==> config.mk <==
export PLATFORM = sky130hd
export DESIGN_NAME = sd_block_streamer
export DESIGN_NICKNAME = d
export VERILOG_FILES = /design/src/rtl/sd_block_streamer.sv
export SDC_FILE = /design/constraint.sdc
export NUM_CORES = 1
export LEC_CHECK = 0
export CORE_UTILIZATION = 53
export DETAILED_ROUTE_END_ITERATION = 16
export GPL_TIMING_DRIVEN = 0
export PLACE_DENSITY = 0.89
export REMOVE_ABC_BUFFERS = 1
export SYNTH_ARGS = -nofsm -noshare
export SYNTH_HDL_FRONTEND = slang
export SYNTH_SLANG_ARGS = --single-unit
==> constraint.sdc <==
create_clock -name clk -period 3.8 [get_ports clk]
set_input_delay 0.57 -clock clk [delete_from_list [all_inputs] [get_ports clk]]
set_output_delay 0.57 -clock clk [all_outputs]
set_load 0.005 [all_outputs]
==> src/rtl/sd_block_streamer.sv <==
// Streams 512-byte SD blocks into the audio sample FIFO, refilling whenever the
// FIFO level drops below the low-water mark, until the stop address is reached.
module sd_block_streamer #(
  parameter int BLOCK_BYTES = 512,
  parameter int LOW_WATER   = 50,
  parameter int COUNT_W     = 14
) (
  input  logic               clk,
  input  logic               reset_n,
  input  logic               start,
  input  logic               abort,
  input  logic [31:0]        start_adr,
  input  logic [31:0]        stop_adr,
  input  logic               sd_ready,
  input  logic               sd_byte_available,
  input  logic [7:0]         sd_dout,
  output logic               sd_rd,
  output logic [31:0]        sd_adr,
  input  logic [COUNT_W-1:0] fifo_count,
  input  logic               fifo_full,
  output logic               fifo_wr_en,
  output logic [7:0]         fifo_din,
  output logic               busy,
  output logic               done,
  output logic               error,
  output logic               overflow,
  output logic [15:0]        blocks_read
);

  localparam int OFS_W = $clog2(BLOCK_BYTES);
  localparam logic [31:0]        BLK_INC    = 32'(BLOCK_BYTES);
  localparam logic [31:0]        ALIGN_MASK = 32'(BLOCK_BYTES - 1);
  localparam logic [OFS_W-1:0]   LAST_BYTE  = OFS_W'(BLOCK_BYTES - 1);
  localparam logic [COUNT_W-1:0] LOW_MARK   = COUNT_W'(LOW_WATER);

  typedef enum logic [2:0] {
    S_IDLE   = 3'd0,
    S_WAIT   = 3'd1,
    S_ISSUE  = 3'd2,
    S_RECV   = 3'd3,
    S_NEXT   = 3'd4,
    S_FINISH = 3'd5
  } state_t;

  state_t           state_r;
  state_t           state_s;
  logic [31:0]      blk_adr_r;
  logic [31:0]      stop_adr_r;
  logic [OFS_W-1:0] byte_cnt_r;
  logic             byte_avail_r;
  logic             drain_r;

  logic        args_bad_s;
  logic        accept_s;
  logic        byte_edge_s;
  logic        last_byte_s;
  logic        wr_s;
  logic [31:0] blk_adr_inc_s;

  // Decode of start arguments, byte strobe edge and the write decision.
  always_comb begin
    args_bad_s    = (|(start_adr & ALIGN_MASK)) | (|(stop_adr & ALIGN_MASK)) |
                    (stop_adr <= start_adr);
    accept_s      = (state_r == S_IDLE) & start;
    byte_edge_s   = (state_r == S_RECV) & sd_byte_available & ~byte_avail_r;
    last_byte_s   = byte_edge_s & (byte_cnt_r == LAST_BYTE);
    wr_s          = byte_edge_s & ~drain_r & ~fifo_full;
    blk_adr_inc_s = blk_adr_r + BLK_INC;
  end

  // State register.
  always_ff @(posedge clk or negedge reset_n) begin
    if (!reset_n) state_r <= S_IDLE;
    else          state_r <= state_s;
  end

  // Next-state logic; an abort while the card is mid-block only drains it.
  always_comb begin
    state_s = state_r;
    case (state_r)
      S_IDLE: begin
        if (start && !args_bad_s) state_s = S_WAIT;
        else                      state_s = S_IDLE;
      end
      S_WAIT: begin
        if (abort)                                 state_s = S_FINISH;
        else if (sd_ready && fifo_count < LOW_MARK) state_s = S_ISSUE;
        else                                       state_s = S_WAIT;
      end
      S_ISSUE: begin
        if (!sd_ready) state_s = S_RECV;
        else           state_s = S_ISSUE;
      end
      S_RECV: begin
        if (last_byte_s) state_s = (drain_r || abort) ? S_FINISH : S_NEXT;
        else             state_s = S_RECV;
      end
      S_NEXT: begin
        if (abort || blk_adr_inc_s >= stop_adr_r) state_s = S_FINISH;
        else                                      state_s = S_WAIT;
      end
      S_FINISH: state_s = S_IDLE;
      default:  state_s = S_IDLE;
    endcase
  end

  // Datapath: addresses, counters, drain flag and byte-strobe history.
  always_ff @(posedge clk or negedge reset_n) begin
    if (!reset_n) begin
      blk_adr_r    <= 32'd0;
      stop_adr_r   <= 32'd0;
      byte_cnt_r   <= '0;
      byte_avail_r <= 1'b0;
      drain_r      <= 1'b0;
    end else begin
      byte_avail_r <= sd_byte_available;
      if (accept_s) begin
        blk_adr_r  <= start_adr;
        stop_adr_r <= stop_adr;
      end else if (state_r == S_NEXT) begin
        blk_adr_r  <= blk_adr_inc_s;
      end
      if (state_r == S_ISSUE)  byte_cnt_r <= '0;
      else if (byte_edge_s)    byte_cnt_r <= byte_cnt_r + 1'b1;
      if (state_s == S_FINISH || state_r == S_IDLE)               drain_r <= 1'b0;
      else if (abort && (state_r == S_ISSUE || state_r == S_RECV)) drain_r <= 1'b1;
    end
  end

  // Registered outputs, derived from the upcoming state so they align with it.
  always_ff @(posedge clk or negedge reset_n) begin
    if (!reset_n) begin
      sd_rd       <= 1'b0;
      sd_adr      <= 32'd0;
      fifo_wr_en  <= 1'b0;
      fifo_din    <= 8'd0;
      busy        <= 1'b0;
      done        <= 1'b0;
      error       <= 1'b0;
      overflow    <= 1'b0;
      blocks_read <= 16'd0;
    end else begin
      sd_rd      <= (state_s == S_ISSUE);
      busy       <= (state_s != S_IDLE) && (state_s != S_FINISH);
      done       <= (state_s == S_FINISH) || (accept_s && args_bad_s);
      fifo_wr_en <= wr_s;
      if (wr_s) fifo_din <= sd_dout;
      if (state_s == S_ISSUE)                            sd_adr <= blk_adr_r;
      else if (state_s == S_FINISH || state_s == S_IDLE) sd_adr <= 32'd0;
      if (accept_s) begin
        error       <= args_bad_s;
        overflow    <= 1'b0;
        blocks_read <= 16'd0;
      end else begin
        if (byte_edge_s && !drain_r && fifo_full) overflow <= 1'b1;
        if (state_r == S_NEXT && blocks_read != 16'hFFFF)
          blocks_read <= blocks_read + 16'd1;
      end
    end
  end

endmodule
* Word level (Yosys, flattened, before mapping) *
Cells that the tools add are included.

storage, ports and cells
  input port bits = 93
  word-level logic and storage cells = 88
  output and inout bits = 62
  flip-flop bits (word level) = 140

cells by class
  bitwise operators = 11
  order comparisons = 3
  muxes and demuxes = 20
  reductions and logical operators = 27
  eq/ne operators = 9
  add/subtract/negate cells = 3

operators with widths
  operator                                              count
  two-way mux 32 bit                                    4
  adder 32 x 10 -> 32 bit (second input constant)       1
  greater-or-equal comparator 32 bit                    1
  <= comparator 32 bit                                  1
  two-way mux 16 bit                                    2
  two-way mux 9 bit                                     2
  OR reduction 9 bit                                    2
  adder 16 x 1 -> 16 bit (second input constant)        1
  != test 16 bit (second input constant)                1
  one-hot mux 3 bit (5 select lines)                    1
  < comparator 14 x 6 -> 1 bit (second input constant)  1
  nonzero test 2 bit                                    6
  adder 9 x 1 -> 9 bit (second input constant)          1
  equality test 3 x 2 -> 1 bit (second input constant)  3
  equality test 9 bit (second input constant)           1
  two-way mux 3 bit                                     3
  logical AND 1 bit                                     8
  two-way mux 1 bit                                     7
  AND 1 bit                                             6
  equality test 3 bit (second input constant)           2
  zero test 3 bit                                       2
  logical OR 1 bit                                      6
  equality test 3 x 1 -> 1 bit (second input constant)  1
  != test 3 bit (second input constant)                 1
  5 further kinds                                       9

* Logic depth before layout (Yosys ltp) *
Gate-level depths: netlist of the first run.

  word-level depth = 11
  gate-level depth with buffers = 17
  depth with buffers taken out = 15

* Worst setup path after synthesis of the first run *
No wires, ideal clock.

  path type = reg-to-reg
  from = reg blk_adr_r[9]
  to = reg sd_adr[3]
  cell stages (with the launch flop) = 18
  required time = 3717 ps
  buffers on the path = 2
  library setup time = 83 ps
  data arrival time = 3224 ps
  slack = 493 ps
  period minus slack after synthesis = 3307 ps
  cell sequence = dfrtp_1 > ha_1 > and3_1 > buf_6 > nand3_4 > nor4_4 > and2_4 > nand2_1 > xnor2_1 > ha_1 > and3_1 > and3_1 > nand2_1 > o22ai_1 > a41oi_2 > buf_2 > nand3_1 > o21ai_0

on the way
  cells in the longest elaborated chain, start to end = 8
  elaborated cells between the ends (all ways) = 11
  classes of those cells = 1 x add/sub; 1 x order compare; 2 x eq/ne; 3 x mux; 4 x reduce/logical

ends and longest elaborated chain
  item                                                    line  RTL
  start: declaration                                      47    logic [31:0] blk_adr_r;
  start signal: assignment                                118   blk_adr_r <= start_adr;
  start signal: assignment                                121   blk_adr_r <= blk_adr_inc_s;
  adder 32 x 10 -> 32 bit (*)                             68    blk_adr_inc_s = blk_adr_r + BLK_INC;
  greater-or-equal comparator 32 bit (*)                  99    if (abort || blk_adr_inc_s >= stop_adr_r) state_s = S_FINISH;
  logical OR 1 bit (*)                                    99
  two-way mux 3 bit (*)                                   99
  one-hot mux 3 bit (5 select lines) (*)                  80    case (state_r)
  equality test 3 bit or zero test 3 bit (tied branches)  149   else if (state_s == S_FINISH || state_s == S_IDLE) sd_adr <= 32'd0;
  logical OR 1 bit                                        149
  nonzero test 2 bit (no line)                            -
  end signal: assignment                                  148   if (state_s == S_ISSUE) sd_adr <= blk_adr_r;
  end: declaration                                        18    output logic [31:0] sd_adr,

Every way passes the cells marked *; elsewhere a longest branch is shown, timed or not.
A chain may end at the register's enable or synchronous reset.

* Worst setup path in the final report of the first run *
  from = reg blk_adr_r[10]
  to = reg busy

on the way
  cells in the longest elaborated chain, start to end = 7
  elaborated cells between the ends (all ways) = 8
  classes of those cells = 1 x add/sub; 1 x order compare; 1 x eq/ne; 2 x mux; 3 x reduce/logical

ends and longest elaborated chain
  item                                                 line  RTL
  adder 32 x 10 -> 32 bit (*)                          68
  greater-or-equal comparator 32 bit (*)               99
  logical OR 1 bit (*)                                 99
  two-way mux 3 bit (*)                                99
  one-hot mux 3 bit (5 select lines) (*)               80
  != test 3 bit or nonzero test 3 bit (tied branches)  144   busy <= (state_s != S_IDLE) && (state_s != S_FINISH);
  logical AND 1 bit (*)                                144
  end signal: assignment                               144
  end: declaration                                     23    output logic busy,

Marked as above.

==> results of run 1 <==
Yosys cell counts (all sizes together) (2+ instances only):
cell type | n | share of area [%]
o31ai | 3 | 0.33
clkbuf | 26 | 1.2
o311ai | 5 | 0.53
nand4 | 19 | 1.8
inv | 72 | 3.3
xnor2 | 19 | 2.0
buf | 18 | 1.4
and4 | 8 | 0.85
nor3b | 4 | 0.36
a21oi | 26 | 1.6
o21ai | 96 | 5.8
and2 | 8 | 0.64
nor3 | 15 | 1.0
o22ai | 3 | 0.23
or4 | 3 | 0.27
xor2 | 23 | 2.4
mux2 | 8 | 1.1
a32oi | 33 | 3.5
nor4b | 4 | 0.60
a211oi | 4 | 0.42
and3 | 9 | 0.70
a2111oi | 2 | 0.21
a21o | 11 | 1.0
ha | 68 | 10
nand3b | 3 | 0.27
nor4 | 11 | 1.0
o211ai | 5 | 0.45
nor2 | 51 | 2.5
a221oi | 2 | 0.21
nand3 | 61 | 3.9
or3 | 3 | 0.29
nand2 | 92 | 4.2
a221o | 11 | 1.3
dfrtp | 140 | 42
nor2b | 3 | 0.23
a22oi | 5 | 0.45
where the power goes:
part	switching (mW)	internal [mW]	total [mW]
combinational	1.55	1.03	2.58
sequential	0.378	1.85	2.23
clock	0.664	1.00	1.67
total	2.59	3.89	6.48
flip-flops by register name, summed over array words and instances, names as in the netlist:
| register | count |
|---|---|
| sd_rd | 1 |
| sd_adr | 32 |
| overflow | 1 |
| done | 1 |
| state_r | 3 |
| error | 1 |
| busy | 1 |
| byte_avail_r | 1 |
| fifo_wr_en | 1 |
| stop_adr_r | 32 |
| blk_adr_r | 32 |
| drain_r | 1 |
| fifo_din | 8 |
| blocks_read | 16 |
| byte_cnt_r | 9 |
per-layer routing:
metal  up-vias  wire length (µm)
met3        47              1260
met2       312             11500
met4         0               606
met1      3734              9870
li1       3513                 -
met5         -                 0
repair_timing:
action,CTS,global route
setup endpoints to repair,36,36
setup buffers,2,5
gates resized for setup,6,14
pin swaps,1,1
cloned,1,1
cell type report:
cell class	instances	share of cell area (%)
sequential	140	32.5
timing repair buffer	175	16.7
tap	188	2.18
clock inverter	13	1.31
inverter	72	2.50
multi-input combinational	630	40.6
clock buffer	19	4.19
worst max-delay path by stage:
stage / end / slack [ns]
floorplan: blk_adr_r[29] / -5.13
CTS: sd_adr[22] / 0.007
finish: busy / 0.08
detailed placement: done / -0.42
global route: done / -0.008
global placement: blk_adr_r[31] / -10.69
critical path, cell delays in order (launching register included):
cell and delay [ns]:
dfrtp_2 0.42, ha_2 0.24, and3_4 0.23, nand3_4 0.13
nor4_4 0.32, and2_4 0.23, nand2_1 0.12, xnor2_2 0.16
ha_1 0.33, and3_4 0.26, and3_1 0.24, nand2_1 0.08
o22ai_2 0.15, a41oi_4 0.08, clkbuf_16 0.22, and2_1 0.19
o22a_1 0.20
through the flow:
| stage | util [%] | setup TNS, ns |
|---|---|---|
| floorplan | - | -322.67 |
| global placement | 64.6 | -1169.77 |
| detailed placement | 66.0 | -9.69 |
| CTS | 70.2 | 0 |
| global route | 71.1 | -0.00783 |
| finish | 71.1 | 0 |
cells by family (layout without fill, tap and decap cells):
| family | Yosys count | count (layout) |
|---|---|---|
| AO/OA/AOI/OAI | 215 | 216 |
| XOR/XNOR | 42 | 42 |
| adder cells (fa/ha/maj) | 68 | 68 |
| buffers and inverters | 117 | 279 |
| flip-flops | 140 | 140 |
| multiplexers | 9 | 9 |
| AND/OR/NAND/NOR | 295 | 295 |
==> summary.md, run 1 <==
| Metric | Value |
|---|---|
| CTS tree | done |
| Total gr overflow | 0 |
| Multi-input logic area | 0.00439 mm² |
| Hold WC Path Type | in -> async |
| Clk_lat worst skew | 0.43 ns |
| Worst Path Arrival | 4.04 ns |
| Placed instance area | 0.0100 mm² |
| Post-Synth XOR/XNOR Area | 4.45% |
| Least-Margin Pin Slew | 1.09 ns |
| DRC | 0 |
| Fraction of layout cells with a size suffix above 1 | 9.63% |
| Launch point of the worst reg-to-reg path | blk_adr_r[10] |
| Sequential share of the synthesized area | 42.3% |
| Final instance area | 0.0108 mm² |
| Initial DRC Count | 784 |
| Vias in the first global route | 7254 |
| GP Congestion | 0.845 |
| Leak | 4.80 nW |
| Crit. End Element | flop |
| Met2 usage | 48.3% |
| Worst-path clk slew | 0.06 ns |
| Max Cap Violations | 0 |
| EDFF count, synth | 0 |
| Initial antenna violation count | 0 |
| Area growth syn-to-layout | 30.5% |
| Die Ht | 127 µm |
| Crit path required time | 4.12 ns |
| Die area | 0.0161 mm² |
| Path depth of the worst reg2reg path | 16 |
| Tcrit/Tclk final | 97.8% |
| Mux cell area share after synthesis | 1.21% |
| Flop2flop setup slack | 0.08 ns |
| DR pass1 iterations | 6 |
| Startpoint Class | flop |
| Via count | 7606 |
| Diode count | 0 |
| H-tree levels | 4 |
| #FFs+latches synth | 140 |
| Post-Synth Simple-Gate Area | 18.7% |
| TritonCTS buffer count | 17 |
| Via/cell ratio | 6.15 |
| Post-Route WL | 23200 µm |
| Largest family of logic cells by synthesized area | simple AND/OR/NAND/NOR gates |
| Pin count of the biggest net entering global routing | 72 |
| Reg2reg end | busy |
| Root Driver | clkbuf_16 |
| Async SR Flop Fraction | 100% |
| GR Layer Usage met1 | 38.0% |
| Distinct cells, synth | 67 |
| Row count | 45 |
| Fin. Hold Viols | 0 |
| Starting Density | 54.4% |
| Synthesis warning total | 0 |
| Antenna-violating nets left | 0 |
| Die width | 127 µm |
| Post-route insts no fill | 1237 |
| Power Density | 600 mW/mm² |
| Tmin final | 3.72 ns |
| Reg area | 0.00351 mm² |
| Ys flop type | dfrtp_1 |
| Post-Syn Instances | 886 |
| Tot GR Track Use | 29.2% |
| CP Max Fanout | 10 |
| Cell Area, Synth | 0.00827 mm² |
| Critical path type | reg -> reg |
| Max Fclk | 0.269 GHz |
| Most common cell after layout, fill and taps aside | clkdlybuf4s50_1 |
| Peak supply drop | 364 µV |
| PortBufs | 153 |
| Final setup vio count | 0 |
| Cells after DPL | 1196 |
| Ports | 155 |
| Syn avg cell area | 9.34 µm² |
| Overall Power | 6.48 mW |
| Hold WS | 0.143 ns |
| Compound-Gate Fraction of Synth Area | 17.1% |
| Post-DP HPWL | 15700 µm |
| Outcome | finished, final reports clean |
| Clock tree sinks | 140 |
| Pre-CTS setup slack | -0.418 ns |
| Placeable Area | 0.0152 mm² |
| Rel. slew slack | 27.0% |
| Final Worst Setup Slack | 0.0836 ns |
| Clock Path Buffers | 2 |
| Fill cells | 1069 |
| Crit. Startpoint | blk_adr_r[10] |
| Layer carrying the most global-route usage | met2 |
| Commonest non-fill, non-tap cells in the layout | clkdlybuf4s50_1 (152), dfrtp_1 (135), nand2_1 (91), o21ai_0 (87), inv_1 (72) |
| Final net count | 1197 |
| Grt met3 use | 5.02% |
| WL/cell | 18.8 µm |
| Hold-fix buffer count after cts | 0 |
| Setup Skew | 0.00803 ns |
| Slew Limit Fails | 0 |
| First-pass GRT wire length | 36900 µm |
| Synth Area in Adders | 10.3% |
Note: power is estimated with default switching activity, not from simulation.
==> run 2: changes to the inputs <==
- clock period: 3.8 -> 3.85 ns (I/O delays scaled with it)
==> summary.md, run 2 (synthesis gave the netlist of run 1 again) <==
| Metric | Value |
|---|---|
| Biggest regs | blk_adr_r x32, sd_adr x32, stop_adr_r x32 |
| H-tree levels | 4 (unchanged) |
| Post-Route WL | 23200 µm (-0.29%) |
| Clock tree sinks | 140 (unchanged) |
| Pin count of the biggest net entering global routing | 72 (unchanged) |
| CTS tree | done |
| Power Density | 590 mW/mm² (-1.5%) |
| Most common cell after layout, fill and taps aside | clkdlybuf4s50_1 |
| Path depth of the worst reg2reg path | 16 (unchanged) |
| PortBufs | 153 (unchanged) |
| Vias in the first global route | 7250 (-0.055%) |
| CP Max Fanout | 10 (unchanged) |
| TritonCTS buffer count | 17 (unchanged) |
| Tot GR Track Use | 29.1% (-0.092 points) |
| Peak supply drop | 358 µV (-1.6%) |
| Flop2flop setup slack | 0.11 ns (+0.03 ns) |
| Crit. End Element | flop |
| Fill cells | 1074 (+0.47%) |
| Fin. Hold Viols | 0 (unchanged) |
| Leak | 4.78 nW (-0.48%) |
| Area growth syn-to-layout | 30.1% |
| Crit path max-delay cell type | dfrtp_2 |
| Final setup vio count | 0 (unchanged) |
| Clock Path Buffers | 2 (unchanged) |
| WL/cell | 18.8 µm (about the same) |
| DRC | 0 (unchanged) |
| Critical path type | reg -> reg |
| Reg2reg end | done |
| CP bufs+invs | 1 (unchanged) |
| Ports | 155 (unchanged) |
| Diode count | 0 (unchanged) |
| Multi-input logic area | 0.00439 mm² (about the same) |
| Hold WC Path Type | in -> async |
| Via count | 7522 (-1.1%) |
| Setup Skew | 0.00854 ns (+0.000506 ns) |
| Placeable Area | 0.0152 mm² (unchanged) |
| Fraction of layout cells with a size suffix above 1 | 9.27% (-0.35 points) |
| Tcrit/Tclk final | 97.0% (-0.78 points) |
| Crit. Startpoint | blk_adr_r[9] |
| Clk_lat worst skew | 0.43 ns (about the same) |
| Hold WS | 0.144 ns (+0.00101 ns) |
| Worst-path clk slew | 0.06 ns (about the same) |
| CP peak stage delay | 0.41 ns (about the same) |
| Total gr overflow | 0 (unchanged) |
| Startpoint Class | flop |
| Max Fclk | 0.268 GHz (-0.50%) |
| Commonest non-fill, non-tap cells in the layout | clkdlybuf4s50_1 (152), dfrtp_1 (135), nand2_1 (91), o21ai_0 (87), inv_1 (72) |
| Initial DRC Count | 711 (-9.3%) |
| Delay-heaviest family, CP | simple AND/OR/NAND/NOR gates |
| GP Congestion | 0.845 (unchanged) |
| Reg area | 0.00351 mm² (unchanged) |
| Worst Path Arrival | 4.00 ns (-0.04 ns) |
| Cell breakdown of the critical path | ha_2 -> and3_4 -> nand3_4 -> nor4_4 -> and2_4 -> nand2_1 -> xnor2_2 -> ha_1 -> and3_4 -> and3_1 -> nand2_1 -> o22ai_2 -> a41oi_4 -> clkbuf_16 -> and2_1 -> o22ai_1 |
| First-pass GRT wire length | 36800 µm (-0.32%) |
| Root Driver | clkbuf_16 |
| Worst Setup EP | done |
| Fin Setup TNS | 0 ns (unchanged) |
| Launch point of the worst reg-to-reg path | blk_adr_r[9] |
| Rel. slew slack | 24.9% (-2.1 points) |
| Max Cap Violations | 0 (unchanged) |
| Final core occ | 70.8% (-0.22 points) |
| Initial antenna violation count | 0 (unchanged) |
| DR pass1 iterations | 5 (-1) |
| Crit path required time | 4.11 ns (about the same) |
| Least-Margin Pin Slew | 1.12 ns (+0.0319 ns) |
| Overall Power | 6.36 mW (-1.8%) |
| Die area | 0.0161 mm² (unchanged) |
| Levels on crit path | 16 (unchanged) |
| Via/cell ratio | 6.10 (-0.86%) |
| Die width | 127 µm (unchanged) |
| Row count | 45 (unchanged) |
| Die Ht | 127 µm (unchanged) |
| Tmin final | 3.74 ns (+0.0188 ns) |
| Post-DP HPWL | 15700 µm (unchanged) |
| Antenna-violating nets left | 0 (unchanged) |
| Starting Density | 54.4% (unchanged) |
| Final net count | 1194 (-0.25%) |
| Slew Limit Fails | 0 (unchanged) |
| Outcome | finished, final reports clean |
## run 2: cell types whose count changed in the layout (fill, tap and decap cells not counted), sizes merged
cell / previous run / this run
buf: 22 / 19
## run 2: repair_timing
action	CTS	global route
pin swaps	1	2
hold buffers	0	0
setup endpoints to repair	36	36
gates cloned	1	1
setup buffers	2	2
resized for setup	3	17
## run 2: layout make-up
class	count	area share (%)
inverters	72	2.51
flip-flops and latches	140	32.6
well taps	188	2.18
clock buffers	19	4.21
multi-input cells	630	40.8
repair buffers	172	16.4
clock inverters	13	1.31
## run 2: worst reg2reg max path: cells and delay by family, from the launching register on
family                     cells  cell delay, ns
AOI/OAI and AO/OA              3            0.44
xor gates and xnor gates       1            0.16
adders and majority gates      2            0.56
buffers and inverters          1            0.22
DFF                            1            0.41
and+or+nand+nor                9            1.77
## run 2: worst min path at each step
| stage | start | end | slack (ns) | depth (start not counted) |
|---|---|---|---|---|
| CTS | reset_n | byte_cnt_r[6] | 0.17 | 1 |
| global route | reset_n | byte_cnt_r[6] | 0.20 | 1 |
| global placement | stop_adr_r[0] | stop_adr_r[0] | 0.48 | 2 |
| detailed placement | stop_adr_r[0] | stop_adr_r[0] | 0.48 | 2 |
| finish | reset_n | byte_cnt_r[6] | 0.14 | 1 |
| floorplan | reset_n | blk_adr_r[0] | 0.28 | 0 |
## run 2: stage by stage
| stage | setup WS, ns | cell area (µm²) | std cells |
|---|---|---|---|
| after floorplan | -5.08 | 8050 | 841 |
| after global placement | -10.65 | 9820 | 1182 |
| final | 0.115 | 10800 | 1234 |
| after global routing | -0.0174 | 10800 | 1234 |
| after CTS | 0.00161 | 10700 | 1231 |
| after detailed placement | -0.368 | 10000 | 1196 |
## run 2: metal layers
metal	up-vias	part of all wire [%]	global-route usage (%)
li1	3498	-	-
met4	0	2.9	12.0
met2	289	49	48.2
met1	3678	42	37.7
met3	57	5.8	5.40
met5	-	0	0
## run 2: where the power goes
| group | total, mW | switching, mW | internal [mW] |
|---|---|---|---|
| Clock | 1.65 | 0.659 | 0.989 |
| Sequential | 2.20 | 0.377 | 1.83 |
| Combinational | 2.50 | 1.52 | 0.984 |
